## src/rtl/muldiv_pkg.sv

```systemverilog
// Shared encodings for the iterative multiply/divide unit: op codes, FSM states
// and small decode helpers.
package muldiv_pkg;

   localparam logic [1:0] OP_MULT  = 2'd0;
   localparam logic [1:0] OP_MULTU = 2'd1;
   localparam logic [1:0] OP_DIV   = 2'd2;
   localparam logic [1:0] OP_DIVU  = 2'd3;

   typedef enum logic [1:0] {
      ST_IDLE = 2'd0,
      ST_RUN  = 2'd1,
      ST_FIX  = 2'd2,
      ST_DONE = 2'd3
   } state_e;

   function automatic logic op_is_div(input logic [1:0] op);
      return (op == OP_DIV) || (op == OP_DIVU);
   endfunction

   function automatic logic op_is_signed(input logic [1:0] op);
      return (op == OP_MULT) || (op == OP_DIV);
   endfunction

endpackage

```

## src/rtl/muldiv_step.sv

```systemverilog
// One radix-2 iteration: restoring subtract for divide, conditional add then
// right shift of {acc, q} for multiply.
module muldiv_step
   import muldiv_pkg::*;
#(
   parameter int unsigned WIDTH = 32
) (
   input  logic [WIDTH-1:0] acc_i,
   input  logic [WIDTH-1:0] q_i,
   input  logic [WIDTH-1:0] opd_i,
   input  logic             is_div_i,
   output logic [WIDTH-1:0] acc_o,
   output logic [WIDTH-1:0] q_o
);

   logic [WIDTH:0] sum;
   logic [WIDTH:0] rem_sh;
   logic [WIDTH:0] diff;

   always_comb begin
      sum    = {1'b0, acc_i} + {1'b0, opd_i};
      // acc < divisor always holds, so the shifted remainder fits in WIDTH+1 bits
      rem_sh = {acc_i, q_i[WIDTH-1]};
      diff   = rem_sh - {1'b0, opd_i};
      acc_o  = acc_i;
      q_o    = q_i;
      if (is_div_i) begin
         if (!diff[WIDTH]) begin
            acc_o = diff[WIDTH-1:0];
            q_o   = {q_i[WIDTH-2:0], 1'b1};
         end else begin
            acc_o = {acc_i[WIDTH-2:0], q_i[WIDTH-1]};
            q_o   = {q_i[WIDTH-2:0], 1'b0};
         end
      end else if (q_i[0]) begin
         acc_o = sum[WIDTH:1];
         q_o   = {sum[0], q_i[WIDTH-1:1]};
      end else begin
         acc_o = {1'b0, acc_i[WIDTH-1:1]};
         q_o   = {acc_i[0], q_i[WIDTH-1:1]};
      end
   end

endmodule

```

## src/rtl/muldiv_iter.sv

```systemverilog
// Iterative MULT/MULTU/DIV/DIVU unit for the execute stage: works on operand
// magnitudes for WIDTH cycles, then fixes signs and registers HI/LO.
module muldiv_iter
   import muldiv_pkg::*;
#(
   parameter  int unsigned WIDTH = 32,
   localparam int unsigned CNT_W = $clog2(WIDTH + 1)
) (
   input  logic             clk,
   input  logic             rst,
   input  logic             start,
   input  logic [1:0]       op,
   input  logic             cancel,
   input  logic [WIDTH-1:0] srca,
   input  logic [WIDTH-1:0] srcb,
   output logic             busy,
   output logic             done,
   output logic             stall,
   output logic [WIDTH-1:0] hi_o,
   output logic [WIDTH-1:0] lo_o
);

   state_e             state_q, state_d;
   logic [CNT_W-1:0]   cnt_q, cnt_d;
   logic [1:0]         op_q, op_d;
   logic               sign_a_q, sign_a_d;
   logic               sign_b_q, sign_b_d;
   logic [WIDTH-1:0]   acc_q, acc_d;
   logic [WIDTH-1:0]   q_q, q_d;
   logic [WIDTH-1:0]   opd_q, opd_d;
   logic [WIDTH-1:0]   hi_q, hi_d;
   logic [WIDTH-1:0]   lo_q, lo_d;
   logic               busy_q, busy_d;
   logic               done_q, done_d;

   logic               in_sign_a, in_sign_b;
   logic [WIDTH-1:0]   mag_a, mag_b;
   logic [WIDTH-1:0]   step_acc, step_q;
   logic [2*WIDTH-1:0] prod;
   logic [WIDTH-1:0]   quo, rem;
   logic               is_div;

   assign is_div = op_is_div(op_q);

   muldiv_step #(
      .WIDTH (WIDTH)
   ) u_step (
      .acc_i    (acc_q),
      .q_i      (q_q),
      .opd_i    (opd_q),
      .is_div_i (is_div),
      .acc_o    (step_acc),
      .q_o      (step_q)
   );

   // Operand magnitudes at acceptance and sign-corrected results for FIX.
   always_comb begin
      in_sign_a = op_is_signed(op) & srca[WIDTH-1];
      in_sign_b = op_is_signed(op) & srcb[WIDTH-1];
      mag_a     = in_sign_a ? -srca : srca;
      mag_b     = in_sign_b ? -srcb : srcb;
      prod      = {acc_q, q_q};
      if (sign_a_q ^ sign_b_q) begin
         prod = -prod;
      end
      quo = (sign_a_q ^ sign_b_q) ? -q_q : q_q;
      rem = sign_a_q ? -acc_q : acc_q;
   end

   always_comb begin
      state_d  = state_q;
      cnt_d    = cnt_q;
      op_d     = op_q;
      sign_a_d = sign_a_q;
      sign_b_d = sign_b_q;
      acc_d    = acc_q;
      q_d      = q_q;
      opd_d    = opd_q;
      hi_d     = hi_q;
      lo_d     = lo_q;
      unique case (state_q)
         ST_IDLE: begin
            if (start && !cancel) begin
               state_d  = ST_RUN;
               cnt_d    = '0;
               op_d     = op;
               sign_a_d = in_sign_a;
               sign_b_d = in_sign_b;
               acc_d    = '0;
               // Divide shifts the dividend through q; multiply shifts the multiplier.
               q_d      = op_is_div(op) ? mag_a : mag_b;
               opd_d    = op_is_div(op) ? mag_b : mag_a;
            end
         end
         ST_RUN: begin
            if (cancel) begin
               state_d = ST_IDLE;
            end else begin
               acc_d = step_acc;
               q_d   = step_q;
               cnt_d = cnt_q + CNT_W'(1);
               if (cnt_q == CNT_W'(WIDTH - 1)) begin
                  state_d = ST_FIX;
               end
            end
         end
         ST_FIX: begin
            if (cancel) begin
               state_d = ST_IDLE;
            end else begin
               state_d = ST_DONE;
               if (is_div) begin
                  hi_d = rem;
                  lo_d = quo;
               end else begin
                  hi_d = prod[2*WIDTH-1:WIDTH];
                  lo_d = prod[WIDTH-1:0];
               end
            end
         end
         ST_DONE: state_d = ST_IDLE;
         default: state_d = ST_IDLE;
      endcase
      busy_d = (state_d != ST_IDLE);
      done_d = (state_d == ST_DONE);
   end

   always_ff @(posedge clk) begin
      if (rst) begin
         state_q  <= ST_IDLE;
         cnt_q    <= '0;
         op_q     <= OP_MULT;
         sign_a_q <= 1'b0;
         sign_b_q <= 1'b0;
         acc_q    <= '0;
         q_q      <= '0;
         opd_q    <= '0;
         hi_q     <= '0;
         lo_q     <= '0;
         busy_q   <= 1'b0;
         done_q   <= 1'b0;
      end else begin
         state_q  <= state_d;
         cnt_q    <= cnt_d;
         op_q     <= op_d;
         sign_a_q <= sign_a_d;
         sign_b_q <= sign_b_d;
         acc_q    <= acc_d;
         q_q      <= q_d;
         opd_q    <= opd_d;
         hi_q     <= hi_d;
         lo_q     <= lo_d;
         busy_q   <= busy_d;
         done_q   <= done_d;
      end
   end

   assign busy  = busy_q;
   assign done  = done_q;
   assign hi_o  = hi_q;
   assign lo_o  = lo_q;
   assign stall = start & ~done_q;

endmodule

```

## config.mk

```make
export PLATFORM = sky130hd
export DESIGN_NAME = muldiv_iter
export DESIGN_NICKNAME = d
export VERILOG_FILES = /design/src/rtl/muldiv_pkg.sv /design/src/rtl/muldiv_step.sv /design/src/rtl/muldiv_iter.sv
export SDC_FILE = /design/constraint.sdc
export NUM_CORES = 1
export LEC_CHECK = 0
export ABC_AREA = 0
export BUFFER_PORTS_ARGS = -buffer_cell sky130_fd_sc_hd__buf_4
export CAP_MARGIN = 15
export CORE_AREA = 10 10 201 203
export CTS_CLUSTER_SIZE = 20
export DETAILED_ROUTE_END_ITERATION = 10
export DIE_AREA = 0 0 211 213
export SLEW_MARGIN = 20
export SYNTH_ARGS = -nofsm -noshare
export SYNTH_HDL_FRONTEND = slang
export SYNTH_SLANG_ARGS = --single-unit
```

## constraint.sdc

```tcl
create_clock -name clk -period 5.8 [get_ports clk]
set_input_delay 0.29 -clock clk [delete_from_list [all_inputs] [get_ports clk]]
set_output_delay 0.29 -clock clk [all_outputs]
set_load 0.02 [all_outputs]
```

==> metrics.txt, run 1 <==
FP Rows=70; min Tclk post-route=4073 ps; vias in the first global route=about 14000; HPWL after DPL=41.08 mm; Placer Congestion=0.9593; deepest clock path buffer count=2; Via Count=14790; First-pass DRT Iterations=5; Layout Skew=17.21 ps; setup TNS=0 ps; worst slack at placement=roughly 1800 ps; FF-to-FF path depth=9; Hold Vio Cnt, Final=0; reg2reg end=acc_q[1]; Pint=approximately 0.0022 W; Final #Nets=2144; Clk pwr share=0.359; R2R setup slack=between 1500 and 2000 ps; share of the synthesized area in the top cell type=0.2421; Synth Register Bits=~170; worst skew pair latency=460 ps; Post-CTS Setup Inserts=0; clock root buffer=clkbuf_16; post_cts resized=0; Initial Util=0.3945; Sw Share=0.3546; # H-tree levels=4; Mapped Cells=1959; LEAKAGE=6.255 nW; total CTS buffers=17; Syn Area/Cell=7.303 µm²; Die Wd=211 µm; height of the die=213 µm; Ys Warns=0; MaxCap Viol Count=0; PortBufs=roughly 140; Comb pwr share=0.262; CP max FO=19; ys flop type=dfxtp_1; final instance area=16200 µm²; Psw=about 0.0012 W; first-pass GRT wire length=81.68 mm; Synth area leader=dfxtp_1; Post-route DRC=0; clock sink count=173; initial antenna violation count=0; Post-synth EDFFs=0; Crit path largest cell delay=950 ps; gr usage total=0.2301; unique cell type count in the Yosys netlist=83; Worst Setup EP=acc_q[1]; Placed Cells incl. Taps=2452; Final Max Slew Viols=0; register area share after synthesis=0.2421; Setup Viol. Count Final=0; largest net degree at the start of global routing=76; HP Class=input port to register; Area Growth Syn to Fin=13.24%; Final WS setup=1727 ps; DRT Wirelength=53.60 mm; Post-DP Area=15580 µm²; Worst setup SP type=register; GRT overflow=0; HP Start=srca[31]; PD cells=212.7 nW/µm²; Final ANT Viol Nets=0; Mapped Area=14310 µm²; DR vias/cell=5.953; fin crit share=0.7022; crit-path cells=ha_1 > a21oi_1 > and2_1 > a31oi_1 > a21o_1 > o21a_1 > nor2_2 > mux2_2 > a31oi_1; area of the die=44940 µm²; f_max=245.5 MHz; crit path max-delay cell type=nor2_2; worst ir drop on vdd=0.1899 mV; Rel. slew slack=0.2830; cell repeated most along the worst path=a31oi_1; area of the core=36260 µm²; CTS clk-pin slew, worst paths=70 ps; Initial DRC Count=1477; diode count=0; DR WL/cell=21.58 µm; top post-synthesis cells by area=dfxtp_1 (24%), a21oi_1 (6.2%), nor2_1 (6.2%), ha_1 (6.0%), xnor2_1 (5.6%); Post-synth ARST share=0; Flop pwr share=0.378; RSZ-0062 raised after global routing=false; most common cell in the netlist=nor2_1; FILL cells=~3800; R2R Path Start=acc_q[14]; top post-synthesis cells by count=nor2_1 (237), nand2_1 (205), a21oi_1 (178); Worst Setup End Kind=register; CP arrival=roughly 4500 ps; Worst-Margin Slew=approximately 1100 ps; kind of critical path=register to register; CTS tree=built; status=complete, no violations; Util after Layout=0.4468; share of layout cells above drive strength 1=0.1141; Crit. Startpoint=acc_q[14]; CP Data Required Time=between 6000 and 7000 ps; Hold Buf Count CTS=0; final cell count without fillers=2484; Post-Syn Nets=2100; Ports=between 100 and 150
[cell type report]
type,count,area [µm²],share of cell area
clock inverter,15,196.4,0.01213
tap,468,585.6,0.03614
sequential,173,3465,0.2139
clock buffer,17,425.4,0.02626
multi-input combinational,1590,10110,0.6240
inverter,64,240.2,0.01483
timing repair buffer,157,1179,0.07275
[state kept, by name, indices dropped and copies added, names as in the netlist, 2 cells and up]
register  flops
opd_q        32
q_q          32
cnt_q         6
hi_o         32
state_q       2
acc_q        32
lo_o         32
[how the worst min path moves through the flow]
| stage | to | cells after the start |
|---|---|---|
| after floorplan | opd_q[28] | 2 |
| after global placement | hi_o[15] | 2 |
| after detailed placement | hi_o[15] | 2 |
| after CTS | opd_q[31] | 4 |
| after global routing | opd_q[31] | 4 |
| final | opd_q[31] | 4 |
[metal layers]
| layer | vias to the layer above | track usage | wire, µm |
|---|---|---|---|
| li1 | 7172 | - | - |
| met1 | 7076 | 0.3279 | 25510 |
| met2 | 487 | 0.3587 | 23820 |
| met3 | 53 | 0.02463 | 3143 |
| met4 | 0 | 0.06294 | 1132 |
| met5 | - | 0 | 0 |
[power groups by stage]
stage	Sequential [W]	Combinational [W]	Clock [W]
after floorplan	0.00128	0.000651	0
after global placement	0.00133	0.000885	0
after detailed placement	0.00133	0.000887	0
after CTS	0.00130	0.000891	0.00125
after global routing	0.00131	0.000989	0.00129
final	0.00130	0.000905	0.00124
[critical path: cells and delay by family, from the launching register on]
kind,cells,cell delay [ps]
muxes,1,420
adders and majority gates,1,410
and+or+nand+nor,2,1170
DFF,1,630
AOI/OAI and AO/OA,5,1380
[metrics by stage]
stage	hold slack, ps	total power, W
6_report	272.8	0.003447
5_1_grt	277.6	0.003589
4_1_cts	254.4	0.003444
3_5_place_dp	458.0	0.002216
3_3_place_gp	448.0	0.002212
2_1_floorplan	448.6	0.001930
[logic make-up (layout without fill, tap and decap cells)]
logic type,after synthesis,in the layout,synth area share
and+or+nand+nor,664,664,0.2155
buffers and inverters,196,253,0.05282
DFF,173,173,0.2421
AOI/OAI and AO/OA,617,617,0.2742
muxes,66,66,0.04697
adders and majority gates,71,71,0.06315
xor gates and xnor gates,172,172,0.1053
[layout by cell type, fill, tap and decap left out, drive strengths merged, types with 7 or more instances in the layout]
| master | netlist | layout |
|---|---|---|
| a211oi | 96 | 96 |
| a21o | 16 | 16 |
| a21oi | 178 | 178 |
| a22oi | 7 | 7 |
| a311oi | 12 | 12 |
| a31oi | 30 | 30 |
| a32o | 8 | 8 |
| and2 | 11 | 11 |
| and3 | 13 | 13 |
| buf | 12 | 157 |
| clkbuf | 120 | 17 |
| dfxtp | 173 | 173 |
| ha | 69 | 69 |
| inv | 64 | 71 |
| mux2 | 9 | 9 |
| mux2i | 57 | 57 |
| nand2 | 205 | 205 |
| nand2b | 19 | 19 |
| nand3 | 27 | 27 |
| nand3b | 7 | 7 |
| nand4 | 17 | 17 |
| nor2 | 238 | 238 |
| nor2b | 10 | 10 |
| nor3 | 53 | 53 |
| nor4 | 18 | 18 |
| nor4b | 7 | 7 |
| o211ai | 22 | 22 |
| o21a | 10 | 10 |
| o21ai | 140 | 140 |
| o221ai | 8 | 8 |
| o22ai | 12 | 12 |
| o31ai | 21 | 21 |
| o41ai | 13 | 13 |
| or3 | 13 | 13 |
| or4 | 9 | 9 |
| xnor2 | 92 | 92 |
| xor2 | 80 | 80 |
(Power assumes the default switching activity.)
==> run 2: changes to the inputs <==
ABC_AREA = 1   (was 0)
CORE_AREA = 10 10 221 223   (was 10 10 201 203)
DIE_AREA = 0 0 231 233   (was 0 0 211 213)
clock period = 3.4 ns   (was 5.8 ns; I/O delays follow)
==> run 2 against run 1 <==
Global-route usage grew 5.2 points. Sequential cell count is the same. Sequential share of layout area shrank 4.0 points. Sequential power grew 69%. Register-to-register slack lost 1300 ps. Worst hold slack lost 220 ps. Die area grew 20%. Synthesized area grew 23%. Critical endpoint is now acc_q[17]. Largest cell class unchanged. Largest power group is now combinational cells. Highest routed layer unchanged.
==> metrics.txt, run 2 <==
status=complete, no violations; first-pass GRT wire length=117.1 mm (+43%); ys flop type=dfxtp_1; Post-route DRC=0 (unchanged); Crit. Startpoint=acc_q[0]; worst ir drop on vdd=0.4159 mV (+120%); HP Class=input port to register; DRT Wirelength=77.91 mm (+45%); FF-to-FF path depth=18 (+9); commonest non-fill, non-tap cells in the layout=nand2_1 (875), inv_1 (451), nor2_1 (317); kind of critical path=register to register; Initial Util=0.3980 (+0.003427); DR WL/cell=20.33 µm (-5.8%); FP Rows=77 (+10%); GR Util met1=0.3924 (+0.06452); vias in the first global route=18860 (+38%); FILL cells=4913 (+30%); fin crit share=0.8709 (+0.1687); HPWL after DPL=62.66 mm (+53%); First-pass DRT Iterations=6 (+1); Final WS setup=439.0 ps (-1288 ps); height of the die=233 µm (+9.4%); deepest clock path buffer count=2 (unchanged); GR Util met3=0.03784 (+0.01321); CP Data Required Time=3750 ps (-2430 ps); clock root buffer=clkbuf_16; initial antenna violation count=2 (+2); CTS tree=built; final cell count without fillers=3832 (+54%); area of the die=53820 µm² (+20%); CP arrival=3310 ps (-1140 ps); Post-synth EDFFs=0 (unchanged); Rel. slew slack=0.3786 (+0.09563); Final Max Slew Viols=0 (unchanged); RSZ-0062 raised after global routing=false; gr usage total=0.2824 (+0.05223); Synth Register Bits=173 (unchanged); DR vias/cell=5.439 (-8.6%); GR peak layer=met2; # H-tree levels=4 (unchanged); R2R Path Start=acc_q[0]; total CTS buffers=17 (unchanged); Power Total=0.006615 W (+92%); area of the core=44120 µm² (+22%); Mapped Area=17560 µm² (+23%); unique cell type count in the Yosys netlist=53 (-36%); area occupied by multi-input gates=11850 µm² (+17%); met2 Resource Use GR=0.4337 (+0.07499); Ys Warns=0 (unchanged); Via Count=20840 (+41%); Setup Viol. Count Final=0 (unchanged); CP max FO=35 (+16); f_max=337.7 MHz (+38%); Flop pwr share=0.332 (-0.046); Final ANT Viol Nets=0 (unchanged); Worst Setup EP=acc_q[17]; Mapped Cells=3129 (+60%); MaxCap Viol Count=0 (unchanged); GRT overflow=0 (unchanged); largest net degree at the start of global routing=124 (+63%); CTS clk-pin slew, worst paths=70 ps (about the same); diode count=0 (unchanged); Worst setup SP type=register; PortBufs=136 (unchanged); setup TNS=0 ps (unchanged); share of the synthesized area in the top cell type=0.1972 (-0.04486); reg2reg end=acc_q[17]; top post-synthesis cells by count=nand2_1 (876), inv_1 (452), nor2_1 (318); Initial DRC Count=2292 (+55%); Synth area leader=dfxtp_1; Ports=137 (unchanged); leading cell type in the layout, fill and taps excluded=nand2_1; most common cell in the netlist=nand2_1; Worst-Margin Slew=923.5 ps (-150.8 ps); Die Wd=231 µm (+9.5%); Worst Setup End Kind=register; Post-Syn Nets=3270 (+56%); share of layout cells above drive strength 1=0.08981 (-0.02427); Clk pwr share=0.332 (-0.027); register area share after synthesis=0.1972 (-0.04486); worst slack at placement=472.8 ps (-1365 ps); Register Area=3467 µm² (about the same); LEAKAGE=9.982 nW (+60%); Layout Skew=17.71 ps (+0.5031 ps); Sw Share=0.4156 (+0.06101); Area Growth Syn to Fin=13.84%; PD cells=330.9 nW/µm² (+56%); Worst Hold Slack=57.15 ps (-215.7 ps); Post-synth ARST share=0 (unchanged); Comb pwr share=0.336 (+0.074); Syn Area/Cell=5.612 µm² (-23%); Placed Cells incl. Taps=3796 (+55%); Placer Congestion=0.9972 (+4.0%); Final #Nets=3368 (+57%); R2R setup slack=440 ps (-1290 ps); Post-CTS Setup Inserts=0 (unchanged); clock sink count=173 (unchanged); Hold Vio Cnt, Final=0 (unchanged); Psw=0.002749 W (+120%); min Tclk post-route=2961 ps (-1112 ps); worst skew pair latency=510 ps (+50 ps); top post-synthesis cells by area=dfxtp_1 (20%), nand2_1 (19%), inv_1 (9.7%), nand3_1 (7.5%), a21oi_1 (7.1%); Pint=0.003866 W (+74%)
-- run 2: cell types whose count changed after synthesis, moves of 22 or more --
cell,change
mux2i_1,-56
nor2_1,+81
nor3_1,-22
xnor2_1,-66
a21oi_1,+70
o21ai_0,+98
nand2_1,+671
nand3_1,+237
inv_1,+389
clkbuf_1,-24
a211oi_1,-96
-- run 2: final cells by class --
class | count | area share
Multi-Input combinational cell | 2367 | 0.5927
Sequential cell | 173 | 0.1734
Inverter | 465 | 0.08744
Timing Repair Buffer | 203 | 0.07799
Tap cell | 592 | 0.03705
Clock buffer | 18 | 0.02147
Clock inverter | 14 | 0.009889
-- run 2: worst max-delay path, cell delays in order, from the launching register on --
cell	delay [ps]
dfxtp_1	500
inv_1	200
fa_1	480
inv_1	70
nand2_1	50
nand2_1	100
nand3_1	100
nand2_2	110
nand2_1	70
nand2_2	90
nand2_2	90
nand2_2	80
nand2_4	150
nand2_8	260
inv_4	140
nand2_1	90
nand3_1	70
nand2_1	100
a21oi_1	60
-- run 2: cell families after synthesis --
family,after synthesis,synth area share
mux,1,0.0005700
fa+ha+maj,71,0.05144
simple gates,1588,0.3813
compound gates,599,0.1865
buf+inv,589,0.1291
flops,173,0.1972
xor+xnor,108,0.05387
-- run 2: worst min-delay path by stage --
| stage | startpoint | to | slack (ps) | cells past startpoint |
|---|---|---|---|---|
| 3_5_place_dp | cnt_q[0] | cnt_q[0] | 480 | 1 |
| 6_report | srcb[18] | opd_q[18] | 60 | 3 |
| 5_1_grt | srcb[18] | opd_q[18] | 80 | 3 |
| 2_1_floorplan | srcb[0] | opd_q[0] | 330 | 2 |
| 3_3_place_gp | cnt_q[1] | cnt_q[1] | 470 | 2 |
| 4_1_cts | srcb[18] | opd_q[18] | 30 | 3 |
-- run 2: per-layer routing --
| metal | wire (µm) | part of all wire |
|---|---|---|
| met5 | 0 | 0 |
| met3 | 5870 | 0.075 |
| met4 | 2713 | 0.035 |
| met1 | 35620 | 0.46 |
| met2 | 33700 | 0.43 |
-- run 2: timing repair --
action / 4_1_cts / 5_1_grt
hold endpoints to repair: 3 / 0
hold buffers: 4 / 0
gates resized for setup: 0 / 0
-- run 2: power groups by stage --
stage	combinational (W)	sequential [W]	clock, W
final	0.00222	0.00220	0.00220
after detailed placement	0.00216	0.00224	0
after global placement	0.00217	0.00224	0
after floorplan	0.00145	0.00219	0
after CTS	0.00217	0.00219	0.00223
after global routing	0.00243	0.00220	0.00228
-- run 2: per-stage QoR --
| stage | area (µm²) | utilization |
|---|---|---|
| 5_1_grt | 19990 | 0.4530 |
| 3_3_place_gp | 19320 | 0.4379 |
| 2_1_floorplan | 17560 | - |
| 4_1_cts | 19990 | 0.4530 |
| 3_5_place_dp | 19320 | 0.4379 |
| 6_report | 19990 | 0.4530 |
==> run 3: changes to the inputs <==
CORE_AREA = 10 10 189 191   (was 10 10 221 223)
DIE_AREA = 0 0 199 201   (was 0 0 231 233)
PLACE_DENSITY = 0.77   (was not set)
==> run 3 against run 2 <==
Core utilization grew 16 points. Cell count decreased by 5.1%. Sequential share of layout area is 0.34 points higher. Non-clock buffer count fell by 11. Clock power shrank 9.1%. Worst setup slack worse by 81 ps. Die area fell by 26%. Cell area decreased by 1.9%. Fmax decreased by 2.7%. Worst hold slack better by 16 ps. Register-to-register slack got worse by 80 ps. Sequential power is essentially flat. Critical endpoint is now acc_q[29].
==> metrics.txt, run 3 (synthesized netlist as in run 2, its figures left out) <==
status=complete, no violations; CP max FO=35 (unchanged); Post-route DRC=0 (unchanged); setup TNS=0 ps (unchanged); clock root buffer=clkbuf_16; commonest non-fill, non-tap cells in the layout=nand2_1 (875), inv_1 (451), nor2_1 (317); Clk pwr share=0.314 (-0.018); kind of critical path=register to register; HPWL after DPL=57.31 mm (-8.5%); area of the die=40000 µm² (-26%); Worst Setup EP=acc_q[29]; hold-critical path depth=3 (unchanged); Area Growth Syn to Fin=11.62%; leading cell type in the layout, fill and taps excluded=nand2_1; diode count=0 (unchanged); Setup Viol. Count Final=0 (unchanged); Ports=137 (unchanged); R2R Path Start=q_q[31]; share of layout cells above drive strength 1=0.08795 (-0.001862); reg2reg end=acc_q[29]; Final Max Slew Viols=0 (unchanged); GRT overflow=0 (unchanged); Flop pwr share=0.345 (+0.013); f_max=328.7 MHz (-2.7%); DR vias/cell=5.942 (+9.2%); Crit. Startpoint=q_q[31]; met2 WL=31.20 mm (-7.4%); clock sink count=173 (unchanged); First-pass DRT Iterations=9 (+3); met1 wire length=29.33 mm (-18%); Rel. slew slack=0.2632 (-0.1154); Final WS setup=357.7 ps (-81.28 ps); Placed Cells incl. Taps=3605 (-5.0%); Post-CTS Setup Inserts=0 (unchanged); min Tclk post-route=3042 ps (+81.28 ps); worst ir drop on vdd=0.3445 mV (-17%); Power Total=0.006366 W (-3.8%); PortBufs=136 (unchanged); FF-to-FF path depth=19 (+1); Worst-Margin Slew=1105 ps (+181.7 ps); # H-tree levels=4 (unchanged); Max Used Layer=met4; vias in the first global route=19720 (+4.5%); Sw Share=0.4172 (+0.001669); MaxCap Viol Count=0 (unchanged); PD cells=324.8 nW/µm² (-1.9%); Worst setup SP type=register; Worst Setup End Kind=register; Die Wd=199 µm (-14%); CTS clk-pin slew, worst paths=80 ps (about the same); Final ANT Viol Nets=0 (unchanged); final cell count without fillers=3637 (-5.1%); Placer Congestion=1.099 (+10%); Pint=0.003710 W (-4.0%); post_cts resized=0 (unchanged); area of the core=32040 µm² (-27%); gr usage total=0.3530 (+0.07067); Via Count=21610 (+3.7%); Initial DRC Count=2924 (+28%); total CTS buffers=17 (unchanged); height of the die=201 µm (-14%); Final #Nets=3357 (-0.33%); LEAKAGE=9.900 nW (-0.82%); DR WL/cell=19.91 µm (-2.1%); R2R setup slack=360 ps (-80 ps); CP arrival=3340 ps (+30 ps); worst skew pair latency=460 ps (-50 ps); RSZ-0062 raised after global routing=false; worst slack at placement=447.2 ps (-25.61 ps); FP Rows=66 (-14%); Psw=0.002656 W (-3.4%); Initial Util=0.5481 (+0.1501); FILL cells=3223 (-34%); routed wl met3=8.436 mm (+44%); Layout Skew=13.00 ps (-4.709 ps); Hold Vio Cnt, Final=0 (unchanged); CTS tree=built; Hold Buf Count CTS=0 (-4); Comb pwr share=0.341 (+0.005); DRT Wirelength=72.41 mm (-7.1%); fin crit share=0.8948 (+0.02391); deepest clock path buffer count=2 (unchanged); initial antenna violation count=0 (-2); HP Class=input port to register; CP Data Required Time=3700 ps (-50 ps); first-pass GRT wire length=112.0 mm (-4.3%); largest net degree at the start of global routing=124 (unchanged)
## run 3: worst min-delay path by stage
stage               endpoint      from
finish              opd_q[0]   srca[0]
detailed placement  cnt_q[0]  cnt_q[0]
global placement    cnt_q[1]  cnt_q[1]
CTS                 opd_q[0]   srca[0]
floorplan           opd_q[0]   srcb[0]
global route        opd_q[0]   srcb[0]
## run 3: cell type report
class / instances / area (µm²) / share of cell area
multi-input cells: 2367 / 11850 / 0.6045
flip-flops and latches: 173 / 3467 / 0.1769
inverters: 465 / 1748 / 0.08917
repair buffers: 192 / 1454 / 0.07417
well taps: 408 / 510.5 / 0.02604
clock buffers: 18 / 429.2 / 0.02189
clock inverters: 14 / 143.9 / 0.007341
## run 3: worst max-delay path, stage by stage, from the launching register on
cell     delay (ps)
dfxtp_1         460
inv_1           110
ha_1            240
fa_1            410
inv_1            70
nand2_1          40
nand2_1         110
nand3_1         110
nand2_2         120
nand2_1          70
nand2_2          90
nand2_2          90
nand2_2          80
nand2_4         150
nand2_8         250
inv_4           140
nand2_1          90
nand3_1          70
nand2_1         110
a21oi_1          60
## run 3: per-layer routing
| metal | global-route usage | vias to the layer above |
|---|---|---|
| met4 | 0.1521 | 0 |
| met2 | 0.5349 | 1373 |
| met5 | 0 | - |
| met3 | 0.08013 | 204 |
| met1 | 0.4681 | 9790 |
| li1 | - | 10240 |
## run 3: per-stage QoR
step	cell area [µm²]	util	hold WS, ps
after global placement	19030	0.5939	468.7
after floorplan	17560	-	328.9
after detailed placement	19030	0.5939	488.4
after global routing	19600	0.6118	69.39
after CTS	19600	0.6118	53.10
final	19600	0.6118	72.71
## run 3: power groups by stage
| stage | registers, W | clock network, W | logic [W] |
|---|---|---|---|
| finish | 0.00220 | 0.00200 | 0.00217 |
| global route | 0.00220 | 0.00208 | 0.00236 |
| CTS | 0.00219 | 0.00200 | 0.00209 |
| detailed placement | 0.00224 | 0 | 0.00208 |
| global placement | 0.00223 | 0 | 0.00207 |
| floorplan | 0.00219 | 0 | 0.00145 |
